## src/rtl/cpu_pkg.sv

```systemverilog
// Shared definitions for the pipelined MIPS CPU: fetch FSM states, IF/ID
// bundle layout, reset/NOP constants and small PC helpers.
package cpu_pkg;

  localparam logic [31:0] NOP_INST         = 32'h0000_0000;
  localparam logic [31:0] RESET_PC_DEFAULT = 32'h0000_0000;

  typedef enum logic [1:0] {
    FETCH = 2'd0,
    HOLD  = 2'd1,
    DROP  = 2'd2
  } if_state_t;

  typedef struct packed {
    logic        valid;
    logic [31:0] pc;
    logic [31:0] pc4;
    logic [31:0] inst;
  } ifid_t;

  // Sequential successor; wraps naturally at 2^32.
  function automatic logic [31:0] pc_plus4(input logic [31:0] pc);
    return pc + 32'd4;
  endfunction

  // Fetch addresses are always word aligned; the low two bits are dropped.
  function automatic logic [31:0] word_align(input logic [31:0] addr);
    return addr & 32'hFFFF_FFFC;
  endfunction

endpackage

```

## src/rtl/if_hold_buf.sv

```systemverilog
// Single-entry buffer that parks an instruction-memory response while the
// decode stage is stalled. Clear wins over load, load wins over take.
module if_hold_buf
  import cpu_pkg::*;
(
  input  logic        clk,
  input  logic        rst,
  input  logic        i_load,
  input  logic        i_take,
  input  logic        i_clear,
  input  logic [31:0] i_data,
  output logic        o_valid,
  output logic [31:0] o_data
);

  logic        r_valid;
  logic [31:0] r_data;

  // Capture a response on load, empty the entry on take or clear.
  always_ff @(posedge clk) begin
    if (rst) begin
      r_valid <= 1'b0;
      r_data  <= NOP_INST;
    end else if (i_clear) begin
      r_valid <= 1'b0;
      r_data  <= NOP_INST;
    end else if (i_load) begin
      r_valid <= 1'b1;
      r_data  <= i_data;
    end else if (i_take) begin
      r_valid <= 1'b0;
    end
  end

  assign o_valid = r_valid;
  assign o_data  = r_data;

endmodule

```

## src/rtl/if_stage.sv

```systemverilog
// Instruction-fetch stage: owns the PC, issues one instruction-memory read at
// a time and loads the IF/ID register, honouring decode stalls and redirects.
// Optional macro IF_STAGE_DELAY_SLOT_EN enables MIPS branch-delay-slot
// behaviour; without it a redirect flushes (bubble in IF/ID, stale response
// dropped).
module if_stage #(
  parameter logic [31:0] RESET_PC = cpu_pkg::RESET_PC_DEFAULT,
  parameter logic [31:0] NOP_INST = cpu_pkg::NOP_INST
) (
  input  logic        clk,
  input  logic        rst,
  output logic        imem_req,
  output logic [31:0] imem_addr,
  input  logic [31:0] imem_rdata,
  input  logic        imem_rvalid,
  input  logic        id_stall,
  input  logic        id_redirect,
  input  logic [31:0] id_target,
  output logic        if_valid,
  output logic [31:0] if_pc,
  output logic [31:0] if_pc4,
  output logic [31:0] if_inst
);

  import cpu_pkg::*;

  localparam logic [31:0] START_PC = word_align(RESET_PC);

  if_state_t   r_state;
  if_state_t   w_nextState;
  logic [31:0] r_fetchPc;
  logic [31:0] w_fetchNext;
  logic [31:0] r_reqAddr;
  logic [31:0] w_reqAddrNext;
  ifid_t       r_ifid;
  ifid_t       w_ifidNext;
  logic [31:0] w_target;
  logic [31:0] w_advPc;
  logic        w_deliver;
  logic [31:0] w_deliverData;
  logic        w_holdLoad;
  logic        w_holdTake;
  logic        w_holdClear;
  logic        w_holdValid;
  logic [31:0] w_holdData;

  assign w_target = word_align(id_target);

`ifdef IF_STAGE_DELAY_SLOT_EN
  logic        r_pendValid;
  logic [31:0] r_pendTarget;
  logic        w_pendValidNext;
  logic [31:0] w_pendTargetNext;
  logic        w_redirAcc;
  logic        w_havePend;
  logic [31:0] w_pendTgt;

  // A redirect seen this cycle counts as pending immediately, so a delay-slot
  // instruction delivered in the same cycle already steers fetch to the target.
  assign w_redirAcc = id_redirect & ~id_stall;
  assign w_havePend = r_pendValid | w_redirAcc;
  assign w_pendTgt  = w_redirAcc ? w_target : r_pendTarget;
  assign w_advPc    = w_havePend ? w_pendTgt : pc_plus4(r_fetchPc);
`else
  assign w_advPc    = pc_plus4(r_fetchPc);
`endif

  if_hold_buf u_hold (
    .clk     (clk),
    .rst     (rst),
    .i_load  (w_holdLoad),
    .i_take  (w_holdTake),
    .i_clear (w_holdClear),
    .i_data  (imem_rdata),
    .o_valid (w_holdValid),
    .o_data  (w_holdData)
  );

  // Next-state, next-PC and IF/ID update decisions for the fetch FSM.
  always_comb begin
    w_nextState   = r_state;
    w_fetchNext   = r_fetchPc;
    w_ifidNext    = r_ifid;
    w_deliver     = 1'b0;
    w_deliverData = NOP_INST;
    w_holdLoad    = 1'b0;
    w_holdTake    = 1'b0;
    w_holdClear   = 1'b0;

    case (r_state)
      FETCH: begin
        if (id_stall) begin
          if (imem_rvalid) begin
            w_holdLoad  = 1'b1;
            w_nextState = HOLD;
          end
        end else begin
`ifdef IF_STAGE_DELAY_SLOT_EN
          if (imem_rvalid) begin
            w_deliver     = 1'b1;
            w_deliverData = imem_rdata;
          end
`else
          if (id_redirect) begin
            w_fetchNext      = w_target;
            w_ifidNext.valid = 1'b0;
            w_ifidNext.inst  = NOP_INST;
            w_holdClear      = 1'b1;
            if (!imem_rvalid) begin
              w_nextState = DROP;
            end
          end else if (imem_rvalid) begin
            w_deliver     = 1'b1;
            w_deliverData = imem_rdata;
          end
`endif
        end
      end

      HOLD: begin
        if (!id_stall) begin
          w_nextState = FETCH;
`ifdef IF_STAGE_DELAY_SLOT_EN
          w_holdTake    = 1'b1;
          w_deliver     = w_holdValid;
          w_deliverData = w_holdData;
`else
          if (id_redirect) begin
            w_fetchNext      = w_target;
            w_ifidNext.valid = 1'b0;
            w_ifidNext.inst  = NOP_INST;
            w_holdClear      = 1'b1;
          end else begin
            w_holdTake    = 1'b1;
            w_deliver     = w_holdValid;
            w_deliverData = w_holdData;
          end
`endif
        end
      end

      DROP: begin
        if (imem_rvalid) begin
          w_nextState = FETCH;
        end
`ifndef IF_STAGE_DELAY_SLOT_EN
        if (!id_stall && id_redirect) begin
          w_fetchNext      = w_target;
          w_ifidNext.valid = 1'b0;
          w_ifidNext.inst  = NOP_INST;
        end
`endif
      end

      default: begin
        w_nextState = FETCH;
      end
    endcase

    if (w_deliver) begin
      w_ifidNext.valid = 1'b1;
      w_ifidNext.pc    = r_fetchPc;
      w_ifidNext.pc4   = pc_plus4(r_fetchPc);
      w_ifidNext.inst  = w_deliverData;
      w_fetchNext      = w_advPc;
    end
  end

  // The request address is frozen while a discarded request is still in flight.
  assign w_reqAddrNext = (w_nextState == DROP) ? r_reqAddr : w_fetchNext;

`ifdef IF_STAGE_DELAY_SLOT_EN
  // Pending target survives until the delay-slot instruction is delivered.
  always_comb begin
    w_pendValidNext  = w_havePend;
    w_pendTargetNext = w_pendTgt;
    if (w_deliver) begin
      w_pendValidNext = 1'b0;
    end
  end

  // Pending-redirect registers.
  always_ff @(posedge clk) begin
    if (rst) begin
      r_pendValid  <= 1'b0;
      r_pendTarget <= START_PC;
    end else begin
      r_pendValid  <= w_pendValidNext;
      r_pendTarget <= w_pendTargetNext;
    end
  end
`endif

  // State, fetch PC, request address and IF/ID registers.
  always_ff @(posedge clk) begin
    if (rst) begin
      r_state    <= FETCH;
      r_fetchPc  <= START_PC;
      r_reqAddr  <= START_PC;
      r_ifid     <= '{valid: 1'b0, pc: START_PC, pc4: pc_plus4(START_PC), inst: NOP_INST};
    end else begin
      r_state    <= w_nextState;
      r_fetchPc  <= w_fetchNext;
      r_reqAddr  <= w_reqAddrNext;
      r_ifid     <= w_ifidNext;
    end
  end

  assign imem_req  = ~rst & (r_state != HOLD);
  assign imem_addr = r_reqAddr;
  assign if_valid  = r_ifid.valid;
  assign if_pc     = r_ifid.pc;
  assign if_pc4    = r_ifid.pc4;
  assign if_inst   = r_ifid.inst;

endmodule

```

## config.mk

```make
export PLATFORM = sky130hd
export DESIGN_NAME = if_stage
export DESIGN_NICKNAME = d
export VERILOG_FILES = /design/src/rtl/cpu_pkg.sv /design/src/rtl/if_hold_buf.sv /design/src/rtl/if_stage.sv
export SDC_FILE = /design/constraint.sdc
export NUM_CORES = 1
export LEC_CHECK = 0
export BUFFER_PORTS_ARGS = -buffer_cell sky130_fd_sc_hd__clkbuf_2
export CAP_MARGIN = 20
export CORE_MARGIN = 5
export CORE_UTILIZATION = 55
export DETAILED_ROUTE_END_ITERATION = 10
export PLACE_DENSITY = 0.9
export SLEW_MARGIN = 0
export SYNTH_ARGS = -nofsm -noshare
export SYNTH_HDL_FRONTEND = slang
export SYNTH_SLANG_ARGS = --single-unit
```

## constraint.sdc

```tcl
create_clock -name clk -period 2.9 [get_ports clk]
set_clock_uncertainty 0.05 [all_clocks]
set_input_delay 0.58 -clock clk [delete_from_list [all_inputs] [get_ports clk]]
set_output_delay 0.58 -clock clk [all_outputs]
set_load 0.005 [all_outputs]
```

; ---- Word level (Yosys, flattened, before mapping)
; Index checks and enable logic that the tools add are counted.
; Widths: inputs -> output; s select.
[word_totals]
output_inout_bits = 130
inputBits = 69
reg_bits = 196
[op_classes]
bitwise_logic = 2
n_eq_ne = 7
n_mux = 43
add_sub_neg = 1
n_reduce_logical = 8
[ops]
columns = operator, n
row1 = $mux 32, 12
row2 = $pmux 32 s2, 3
row3 = $mux 97, 1
row4 = $add 32x3->32 const B, 1
row5 = $mux 1, 18
row6 = $mux 2, 6
row7 = $pmux 2 s3, 1
row8 = $eq 2x2->1 const B, 2
row9 = $pmux 1 s2, 2
row10 = $reduce_and 4->1, 1
row11 = $reduce_or 2->1, 2
row12 = $ne 3x1->1 const B, 1
row13 = $ne 3x2->1 const B, 1
row14 = $ne 3x3->1 const B, 1
row15 = $reduce_bool 3->1, 1
row16 = $eq 2x1->1 const B, 1
row17 = $logic_not 2->1, 1
row18 = $ne 2x1->1 const B, 1
row19 = $reduce_bool 2->1, 1
row20 = $and 1x1->1, 1
row21 = $logic_and 1x1->1, 1
row22 = $logic_not 1->1, 1
row23 = $not 1->1, 1

; ---- Logic depth before layout (Yosys ltp)
; Gate-level depths: netlist of the first run.
[depth]
word_depth = 6
mapped_depth = 8

; ---- Modules after synthesis
; A second synthesis of the first run with hierarchy kept.
[unflattened]
cells_unflattened = 940
hier_area_um2 = 8089.0
[modules_own_cells]
columns = module, seq_area_each_um2, cells_each, area_each_um2, n_inst
row1 = if_stage, 3223.1, 831, 6866.6, 1
row2 = if_hold_buf, 660.6, 109, 1222.4, 1

; ---- Worst setup path before layout of the first run
; OpenSTA, ideal clock, no wires.
[synth_timing]
path_kind = in2out
start = input port rst
end = output port imem_req
required_ps = 2270
path_stages = 4
slack_ps = 807
n_path_buf = 3
arrival_time_ps = 1463
path_cell_list = clkbuf_1 -> clkbuf_1 -> clkbuf_1 -> a21oi_1
[synth_via]
elab_chain_len = 2
[synth_rtl]
columns = item, line
row1 = from (decl), if_stage.sv:11  ; input logic rst,
row2 = $not 1->1, if_stage.sv:209  ; assign imem_req = ~rst & (r_state != HOLD);
row3 = $and 1x1->1, if_stage.sv:209
row4 = to (decl), if_stage.sv:12  ; output logic imem_req,
; No other way between the ends.

; ---- Worst setup path in the final report of the first run
[layout_timing]
start = register r_state[1]
end = register r_reqAddr[17], in the netlist imem_addr[17]
[layout_via]
elab_chain_len = 5
word_cells_on_any_way = 15
classes_between = eq/ne (3) / mux (10) / reduce/logical (2)
[layout_rtl]
columns = item, line
row1 = from (decl), if_stage.sv:29  ; if_state_t r_state;
row2 = from (signal assigned), if_stage.sv:202  ; r_state <= w_nextState;
row3 = $mux 2, if_stage.sv:109  ; if (!imem_rvalid) begin
row4 = $mux 2, if_stage.sv:104  ; if (id_redirect) begin
row5 = $mux 2, if_stage.sv:92  ; if (id_stall) begin
row6 = $pmux 2 s3, if_stage.sv:90  ; case (r_state)
row7 = $eq 2x2->1, if_stage.sv:170  ; assign w_reqAddrNext = (w_nextState == DROP) ? r_reqAddr : w_fetchNext;
row8 = to (signal assigned), if_stage.sv:204  ; r_reqAddr <= w_reqAddrNext;
row9 = to (decl), if_stage.sv:33  ; logic [31:0] r_reqAddr;
; Several ways; a longest one is shown, not always the timed one.
; A chain may end at the register's enable or synchronous reset.

==> results of run 1 <==
-- layout make-up --
cell class	instances	area (um^2)	area share
clock inverter	12	135.1	0.01367
timing repair buffer	221	1259	0.1273
tap	184	230.2	0.02329
inverter	3	11.26	0.001139
multi-input combinational	708	3920	0.3965
clock buffer	20	446.7	0.04518
sequential	194	3884	0.3929
-- how the worst max path moves through the flow --
| stage | from | to | slack (ns) | cells past startpoint |
|---|---|---|---|---|
| global placement | id_stall | imem_addr[15]$_SDFFE_PP0P_ | 0.37 | 7 |
| CTS | r_state[1]$_SDFF_PP0_ | imem_addr[17]$_SDFFE_PP0P_ | 0.66 | 5 |
| global route | r_fetchPc[2]$_SDFF_PP0_ | imem_addr[20]$_SDFFE_PP0P_ | 0.54 | 5 |
| finish | r_state[1]$_SDFF_PP0_ | imem_addr[17]$_SDFFE_PP0P_ | 0.65 | 5 |
| detailed placement | id_stall | imem_addr[15]$_SDFFE_PP0P_ | 0.32 | 7 |
| floorplan | rst | imem_req | 0.81 | 4 |
-- per-layer routing --
metal	vias to the layer above	part of all wire	GRT usage
met3	36	0.10	0.08390
met1	3690	0.40	0.3231
met5	-	0	0
li1	3834	-	-
met4	0	0.017	0.08083
met2	403	0.48	0.4379
-- synthesized netlist by cell type (15+ instances only) --
cell | count | area (um^2)
a211oi_1 | 17 | 127.6
a21oi_1 | 124 | 620.6
a22o_1 | 32 | 280.3
and3_1 | 15 | 93.84
buf_2 | 30 | 150.1
clkbuf_1 | 41 | 153.9
dfxtp_1 | 194 | 3884
nand2_1 | 194 | 728.2
nand3_1 | 51 | 255.2
nand3b_1 | 19 | 142.6
nor2_1 | 54 | 202.7
nor3_1 | 39 | 195.2
o21ai_0 | 18 | 90.09
o31ai_1 | 17 | 127.6
-- flip-flops by register name, summed over array words and instances, names as in the netlist --
name            count
if_inst            32
if_pc              32
imem_addr          32
r_fetchPc          32
u_hold.o_data      32
if_pc4             30
r_state             2
if_valid            1
u_hold.o_valid      1
-- power by group through the flow --
stage                     sequential (W)  clock [W]  combinational, W
final                            0.00289    0.00231          0.000604
after global routing             0.00290    0.00246          0.000663
after CTS                        0.00288    0.00234          0.000603
after detailed placement         0.00294          0          0.000598
after global placement           0.00294          0          0.000584
after floorplan                  0.00291          0          0.000377
-- critical path, delay by kind of cell, from the launching register on --
kind                   cells  cell delay (ns)
flip-flops                 1             0.37
AND/OR/NAND/NOR            1             0.58
buffers and inverters      1             0.26
AO/OA/AOI/OAI              3             0.86
-- through the flow --
stage	total power, W	setup WS [ns]	cells	hold slack [ns]
after CTS	0.005822	0.6582	1342	0.3163
after detailed placement	0.003541	0.3186	1310	0.3962
after floorplan	0.003289	0.8074	995	0.3860
after global routing	0.006019	0.5397	1342	0.3231
final	0.005802	0.6513	1342	0.3330
after global placement	0.003521	0.3735	1310	0.3900
-- placed cells by master, fill, tap and decap left out, drive strengths merged, types with 5 or more instances in the layout --
cell | Yosys | final
a211oi | 18 | 18
a21oi | 124 | 124
a22o | 32 | 32
a311oi | 5 | 5
and2 | 5 | 5
and3 | 15 | 15
buf | 49 | 26
clkbuf | 41 | 215
clkinv | 0 | 6
dfxtp | 194 | 194
mux2i | 6 | 6
nand2 | 196 | 196
nand3 | 52 | 52
nand3b | 19 | 19
nand4 | 7 | 7
nor2 | 56 | 56
nor3 | 39 | 39
nor4 | 5 | 5
o21ai | 21 | 21
o22ai | 6 | 6
o31ai | 17 | 17
or3 | 14 | 14
xnor2 | 9 | 9
xor2 | 7 | 7
-- logic make-up (layout without fill, tap and decap cells) --
family                     count (synthesis)  count (layout)  synth area share
AOI/OAI and AO/OA                        260             260            0.2032
xor gates and xnor gates                  16              16           0.01699
adders and majority gates                  1               1          0.001516
buffers and inverters                     93             256           0.05550
DFF                                      194             194            0.4707
muxes                                      8               8           0.01153
and+or+nand+nor                          423             423            0.2405
==> results.json, run 1 <==
{
  "p_sw_w": 0.001477,
  "place_area_mm2": 0.009304,
  "cp.arrival_ns": 2.51,
  "p_seq_frac": 0.498,
  "p_int_w": 0.004324,
  "grt_usage": 0.2618,
  "wl_per_cell_um": 17.59,
  "hold_start": "imem_rdata[29]",
  "dp_hpwl_um": 15890,
  "max_stage_delay_ns": 0.58,
  "cts.path.max_buffers": 2,
  "min_period_over_period": 0.7754,
  "syn_avg_cell_area_um2": 8.292,
  "drv_cap": 0,
  "drc": 0,
  "drive_gt1_frac": 0.2306,
  "relSlewSlack": 0.5184,
  "final_max_slew_viol_count": 0,
  "fmax_mhz": 444.7,
  "ctsHoldBuffers": 0,
  "grt_pass1_wl_um": 38070,
  "synth.distinct_cells": 65,
  "worst_setup_path_start_kind": "register",
  "p_clk_frac": 0.398,
  "p_sw_frac": 0.2546,
  "totalWireLength_um": 23610,
  "die_y_um": 132.5,
  "crit_required_ns": 3.16,
  "status": "finished, final reports clean",
  "setup_violations": 0,
  "start_util": 0.5634,
  "pwr-share-comb": 0.104,
  "overflow": 0,
  "reg2regPathDepth": 5,
  "cp-end-kind": "register",
  "critical_path.max_fanout": 10,
  "synthCells": 995,
  "io_pins": 199,
  "antenna_found_initial": 0,
  "clock-root-buffer": "clkbuf_16",
  "syn-cell-area_mm2": 0.008250,
  "cp_cell_sequence": "or3_1, o22ai_2, buf_4, o2bb2ai_1, o41ai_1",
  "ant_nets": 0,
  "yosysWarnings": 0,
  "die_x_um": 132.5,
  "hold_path_class": "in2reg",
  "cp_slowest_cell": "or3_1",
  "ir_drop_mv": 0.4377,
  "ff2ff_setup_slack_ns": 0.65,
  "rsz0062_at_grt": "false",
  "vias": 7963,
  "areaGrowthSynthToFinish_pct": 19.82,
  "gp_congestion": 0.8323,
  "r2r_end": "imem_addr[17]$_SDFFE_PP0P_",
  "nets": 1215,
  "cts_made_buffers": 17,
  "nFillCells": 1151,
  "cts_setup_buffers": 0,
  "final_area_mm2": 0.009886,
  "clk_pin_slew_ns": 0.07,
  "syn_nets": 1065,
  "leakage_nw": 3.866,
  "post-route-util": 0.6751,
  "cts_max_level": 4,
  "post_cts_resize_count": 0,
  "tightest_slew_ns": 0.7224,
  "layout_min_cycle_time_ns": 2.249,
  "synth-seq-area-share": 0.4707,
  "viasPerCell": 5.934,
  "hold_viol": 0,
  "fin_setup_tns_ns": 0,
  "coreArea_mm2": 0.01464,
  "portBuffers": 196,
  "holdPathEnd": "u_hold.o_data[29]$_SDFFE_PP0P_",
  "insertedDiodeCount": 0,
  "synth_edf_count": 0,
  "insertion_delay_ns": 0.43,
  "core.rowCount": 44,
  "p_per_area_mw_per_mm2": 586.9,
  "ys.flop_type": "dfxtp_1",
  "cts.sinks": 194,
  "async_flop_share": 0,
  "drt-pass1-iter-count": 5,
  "synth_seq_cells": 194,
  "grt_max_degree": 75,
  "grt_pass1_vias": 7675,
  "hold_depth": 3,
  "dieArea_mm2": 0.01755,
  "r2r_start": "r_state[1]$_SDFF_PP0_",
  "crit_type": "reg2reg",
  "drt-initial-drc-count": 687,
  "cts_tree": "yes"
}
Power figures use the tool's default switching activity.
==> inputs of run 2 (changes only) <==
--- a/config.mk
+++ b/config.mk
@@ -8,9 +8,9 @@
 export BUFFER_PORTS_ARGS = -buffer_cell sky130_fd_sc_hd__clkbuf_2
 export CAP_MARGIN = 20
 export CORE_MARGIN = 5
-export CORE_UTILIZATION = 55
+export CORE_UTILIZATION = 48
 export DETAILED_ROUTE_END_ITERATION = 10
-export PLACE_DENSITY = 0.9
+export PLACE_DENSITY = 0.84
 export SLEW_MARGIN = 0
 export SYNTH_ARGS = -nofsm -noshare
 export SYNTH_HDL_FRONTEND = slang
==> constraint.sdc (replaced) <==
create_clock -name clk -period 1.85 [get_ports clk]
set_clock_uncertainty 0.05 [all_clocks]
set_input_delay 0.37 -clock clk [delete_from_list [all_inputs] [get_ports clk]]
set_output_delay 0.37 -clock clk [all_outputs]
set_load 0.005 [all_outputs]
==> run 2 against run 1 <==
Final area increased by 12%. Sequential power is 55% higher. Register-to-register slack worse by 0.67 ns. The run now ends with negative setup slack left. Global-route usage fell by 1.5 points. Largest cell class unchanged. Flip-flop and latch count stayed put. Non-clock buffer count is 101 higher. Cell count rose by 11%. Via count is 7.8% higher. Die area increased by 13%. Clock-buffer cell count down 2.
==> results.json, run 2 (same netlist as run 1, synthesis figures left out) <==
{
  "leakage_nw": 4.450,
  "final_max_slew_viol_count": 0,
  "cts.sinks": 194,
  "viasPerCell": 5.786,
  "critical_path.max_fanout": 14,
  "hold_path_class": "in2reg",
  "ir_drop_mv": 0.6828,
  "insertion_delay_ns": 0.43,
  "relSlewSlack": 0.6966,
  "violations": "negative setup slack",
  "core.rowCount": 48,
  "nFillCells": 1365,
  "p_sw_frac": 0.2649,
  "hold_viol": 0,
  "clk_pin_slew_ns": 0.07,
  "r2r_start": "r_state[1]$_SDFF_PP0_",
  "grt_max_degree": 45,
  "layout_min_cycle_time_ns": 1.866,
  "coreArea_mm2": 0.01706,
  "worst_setup_path_start_kind": "register",
  "grt_pass1_vias": 8046,
  "p_per_area_mw_per_mm2": 850.6,
  "dieArea_mm2": 0.01991,
  "rsz0062_at_grt": "true",
  "pre_cts_ws_ns": -0.3284,
  "reg2regPathDepth": 6,
  "grt_pass1_wl_um": 40230,
  "wl_per_cell_um": 17.61,
  "crit_type": "reg2reg",
  "setup_violations": 1,
  "holdPathEnd": "u_hold.o_data[1]$_SDFFE_PP0P_",
  "power.total_w": 0.009404,
  "clock-root-buffer": "clkbuf_16",
  "dp_hpwl_um": 17950,
  "hold_depth": 3,
  "cts_tree": "yes",
  "timing.final.ws_setup_ns": -0.01561,
  "antenna_found_initial": 1,
  "ff2ff_setup_slack_ns": -0.02,
  "layout_commonest_cell": "clkbuf_2",
  "cts_made_buffers": 17,
  "vias": 8587,
  "nets": 1316,
  "status": "complete, but fails checks",
  "drive_gt1_frac": 0.3288,
  "drt-pass1-iter-count": 7,
  "drc": 0,
  "cts.path.max_buffers": 2,
  "gp_congestion": 0.9136,
  "die_y_um": 141.1,
  "start_util": 0.4837,
  "p_seq_frac": 0.478,
  "tightest_slew_ns": 0.4551,
  "totalWireLength_um": 26130,
  "insertedDiodeCount": 0,
  "io_pins": 199,
  "p_int_w": 0.006912,
  "p_sw_w": 0.002492,
  "die_x_um": 141.1,
  "fmax_mhz": 536.0,
  "overflow": 0,
  "grt_usage": 0.2466,
  "p_clk_frac": 0.393,
  "drv_cap": 0,
  "portBuffers": 196,
  "crit_required_ns": 2.11,
  "min_period_over_period": 1.008,
  "hold_start": "imem_rdata[1]",
  "areaGrowthSynthToFinish_pct": 34.00,
  "r2r_end": "if_pc4[14]$_SDFFE_PP0P_",
  "ant_nets": 0,
  "cp.arrival_ns": 2.12,
  "drt-initial-drc-count": 761,
  "final_cell_mix": "clkbuf_2, nand2_1, dfxtp_1",
  "cts_max_level": 4,
  "cp-end-kind": "register",
  "pwr-share-comb": 0.129
}
## run 2: cell count changes in the layout (fill, tap and decap cells not counted), sizes merged
cell	previous run	this run
buf	26	125
inv	3	8
clkinvlp	4	1
## run 2: repair_timing
item / 4_1_cts / 5_1_grt
endpoints found under the setup margin: 38 / 56
gates cloned: 0 / 2
hold buffers: 0 / 0
setup buffers: 0 / 1
pin swaps: 3 / 8
resized for setup: 12 / 53
## run 2: how the worst max path moves through the flow
stage | cells past startpoint | from | slack (ns) | endpoint
4_1_cts | 8 | r_state[0]$_SDFF_PP0_ | 0.005 | imem_addr[17]$_SDFFE_PP0P_
2_1_floorplan | 7 | id_stall | 0.08 | imem_addr[25]$_SDFFE_PP0P_
3_5_place_dp | 6 | id_stall | -0.33 | imem_addr[17]$_SDFFE_PP0P_
3_3_place_gp | 6 | id_stall | -0.26 | imem_addr[31]$_SDFFE_PP0P_
6_report | 6 | r_state[1]$_SDFF_PP0_ | -0.02 | if_pc4[14]$_SDFFE_PP0P_
5_1_grt | 8 | r_state[0]$_SDFF_PP0_ | -0.08 | imem_addr[6]$_SDFFE_PP0P_
## run 2: cell type report
| class | count | area [um^2] | area share |
|---|---|---|---|
| Tap cell | 225 | 281.5 | 0.02546 |
| Inverter | 3 | 11.26 | 0.001019 |
| Sequential cell | 194 | 3890 | 0.3519 |
| Clock inverter | 14 | 151.4 | 0.01369 |
| Multi-Input combinational cell | 708 | 4159 | 0.3762 |
| Timing Repair Buffer | 322 | 2133 | 0.1930 |
| Clock buffer | 18 | 429.2 | 0.03882 |
## run 2: per-layer routing
| metal | track usage | vias to the layer above | share of wire |
|---|---|---|---|
| met3 | 0.06377 | 63 | 0.10 |
| met5 | 0 | - | 0.00027 |
| met2 | 0.3980 | 484 | 0.48 |
| li1 | - | 4017 | - |
| met1 | 0.3137 | 4021 | 0.39 |
| met4 | 0.1025 | 2 | 0.026 |
## run 2: critical path, stage by stage (launching register included)
cell	delay [ns]
dfxtp_2	0.33
or3_4	0.39
nor2_8	0.20
clkbuf_16	0.22
buf_4	0.16
nor2_1	0.07
a211oi_1	0.31
## run 2: power by group through the flow
| stage | registers (W) | clock network (W) | logic (W) |
|---|---|---|---|
| detailed placement | 0.00458 | 0 | 0.00113 |
| CTS | 0.00448 | 0.00373 | 0.00114 |
| global route | 0.00451 | 0.00395 | 0.00131 |
| finish | 0.00449 | 0.00370 | 0.00122 |
| global placement | 0.00457 | 0 | 0.00111 |
| floorplan | 0.00456 | 0 | 0.000592 |
## run 2: through the flow
step,std cells,cell area (um^2),hold slack (ns),util,setup TNS [ns]
3_3_place_gp,1449,10150,0.3909,0.5953,-18.93
6_report,1484,11060,0.1146,0.6482,-0.01561
5_1_grt,1484,11060,0.09591,0.6482,-0.4287
3_5_place_dp,1449,10150,0.3964,0.5953,-23.69
4_1_cts,1481,10780,0.1011,0.6322,0
2_1_floorplan,995,8250,0.3860,-,0
==> inputs of run 3 (changes only) <==
--- a/config.mk
+++ b/config.mk
@@ -10,7 +10,8 @@
 export CORE_MARGIN = 5
 export CORE_UTILIZATION = 48
 export DETAILED_ROUTE_END_ITERATION = 10
-export PLACE_DENSITY = 0.84
+export PLACE_DENSITY = 0.81
+export REMOVE_ABC_BUFFERS = 1
 export SLEW_MARGIN = 0
 export SYNTH_ARGS = -nofsm -noshare
 export SYNTH_HDL_FRONTEND = slang
==> run 3 against run 2 <==
The run now ends clean. Largest power group unchanged. First-iteration DRC count is 2.9% lower. Flip-flop and latch count stayed put. Setup slack better by 0.017 ns. Non-clock buffer count is 1 lower. Routed wire length is 2.3% lower. Critical path type unchanged. Largest cell class unchanged.
==> results.json, run 3 (same netlist as run 1, synthesis figures left out) <==
{
  "grt_pass1_wl_um": 40370,
  "ant_nets": 0,
  "totalWireLength_um": 25530,
  "cts.sinks": 194,
  "vias": 8504,
  "crit_required_ns": 2.11,
  "tightest_slew_ns": 0.4331,
  "cp-end-kind": "register",
  "nFillCells": 1391,
  "max_stage_delay_ns": 0.38,
  "die_y_um": 141.1,
  "place_area_mm2": 0.01016,
  "cts.path.max_buffers": 2,
  "relSlewSlack": 0.7107,
  "layout_min_cycle_time_ns": 1.849,
  "leakage_nw": 4.435,
  "worst_setup_path_start_kind": "register",
  "hold_depth": 3,
  "ctsHoldBuffers": 0,
  "hold_viol": 0,
  "cts_max_level": 4,
  "start_util": 0.4837,
  "clk_pin_slew_ns": 0.07,
  "drt-initial-drc-count": 739,
  "fin_setup_tns_ns": 0,
  "grt_usage": 0.2476,
  "dieArea_mm2": 0.01991,
  "final_max_slew_viol_count": 0,
  "holdPathEnd": "u_hold.o_data[7]$_SDFFE_PP0P_",
  "antenna_found_initial": 1,
  "cp_cell_sequence": "mux2_4, buf_4, a22oi_1, buf_4, a21oi_1, o221ai_1, o21ai_0",
  "ff2ff_setup_slack_ns": 0.0009,
  "die_x_um": 141.1,
  "clock-root-buffer": "clkbuf_16",
  "r2r_end": "imem_addr[8]$_SDFFE_PP0P_",
  "insertedDiodeCount": 0,
  "overflow": 0,
  "portBuffers": 196,
  "areaGrowthSynthToFinish_pct": 33.32,
  "drc": 0,
  "cts_made_buffers": 17,
  "dp_hpwl_um": 17640,
  "power.total_w": 0.009698,
  "hold_start": "imem_rdata[7]",
  "core.rowCount": 48,
  "status": "finished, final reports clean",
  "drv_cap": 0,
  "nets": 1316,
  "coreArea_mm2": 0.01706,
  "grt_pass1_vias": 8086,
  "final_cell_mix": "clkbuf_2, nand2_1, dfxtp_1",
  "pre_cts_ws_ns": -0.2947,
  "reg2regPathDepth": 7,
  "setup_violations": 0,
  "drive_gt1_frac": 0.3124,
  "ir_drop_mv": 0.6908,
  "critPathLaunch": "r_state[0]$_SDFF_PP0_",
  "final_area_mm2": 0.01100,
  "drt-pass1-iter-count": 5,
  "gp_congestion": 0.8868,
  "crit_path_frequent_cell": "buf_4",
  "io_pins": 199,
  "cp_slowest_cell": "dfxtp_4",
  "insertion_delay_ns": 0.44,
  "viasPerCell": 5.734,
  "min_period_over_period": 0.9995,
  "layout_commonest_cell": "clkbuf_2",
  "fmax_mhz": 540.8,
  "critical_path.max_fanout": 6,
  "timing.final.ws_setup_ns": 0.0009082,
  "wl_per_cell_um": 17.22,
  "rsz0062_at_grt": "true",
  "crit_type": "reg2reg",
  "cp.arrival_ns": 2.11,
  "cts_tree": "yes",
  "hold_path_class": "in2reg",
  "grt_max_degree": 66,
  "p_per_area_mw_per_mm2": 881.7,
  "r2r_start": "r_state[0]$_SDFF_PP0_",
  "post-route-util": 0.6449
}
==> run 3: cell count changes in the layout (fill, tap and decap cells not counted), sizes merged <==
cell    before  now
inv          8    3
clkbuf     215  219
bufinv       2    5
clkinv       6    3
buf        125  124
nand2      196  197
==> run 3: worst max path at each step <==
stage                                 end  slack [ns]  cells past startpoint
2_1_floorplan  imem_addr[23]$_SDFFE_PP0P_       -0.86                      4
3_3_place_gp   imem_addr[17]$_SDFFE_PP0P_       -0.22                      6
3_5_place_dp   imem_addr[17]$_SDFFE_PP0P_       -0.29                      6
4_1_cts        imem_addr[28]$_SDFFE_PP0P_      0.0007                      5
5_1_grt        imem_addr[28]$_SDFFE_PP0P_       -0.07                      5
6_report        imem_addr[8]$_SDFFE_PP0P_      0.0009                      7
==> run 3: through the flow <==
step,instances,hold slack [ns]
2_1_floorplan,905,0.3842
3_3_place_gp,1447,0.3881
3_5_place_dp,1447,0.3960
4_1_cts,1478,0.1080
5_1_grt,1483,0.1216
6_report,1483,0.1132
==> run 3: where the power goes <==
part	switching, W	internal (W)
registers	0.000126	0.00436
clock network	0.00158	0.00243
logic	0.000658	0.000545
==> run 3: layer usage <==
| layer | vias up | track usage | part of all wire |
|---|---|---|---|
| met5 | - | 0 | 0.00043 |
| met4 | 2 | 0.09638 | 0.023 |
| met3 | 46 | 0.07259 | 0.10 |
| met2 | 423 | 0.4013 | 0.47 |
| met1 | 4019 | 0.3110 | 0.40 |
| li1 | 4014 | - | - |
==> run 3: critical path, delay by kind of cell (launching register included) <==
kind	cells	cell delay (ns)
AOI/OAI and AO/OA	4	0.57
DFF	1	0.38
muxes	1	0.36
buffers and inverters	2	0.35
==> run 3: cell type report <==
| class | count | area, um^2 | share of cell area |
|---|---|---|---|
| sequential | 194 | 3889 | 0.3535 |
| multi-input combinational | 709 | 4051 | 0.3683 |
| clock buffer | 22 | 454.2 | 0.04129 |
| inverter | 3 | 11.26 | 0.001024 |
| clock inverter | 9 | 180.2 | 0.01638 |
| timing repair buffer | 321 | 2132 | 0.1938 |
| tap | 225 | 281.5 | 0.02559 |
==> run 3: what timing repair did <==
| action | 4_1_cts | 5_1_grt |
|---|---|---|
| endpoints found under the setup margin | 32 | 73 |
| pin swaps | 1 | 3 |
| buffers inserted | 0 | 2 |
| cloned | 0 | 3 |
| resized for setup | 8 | 26 |
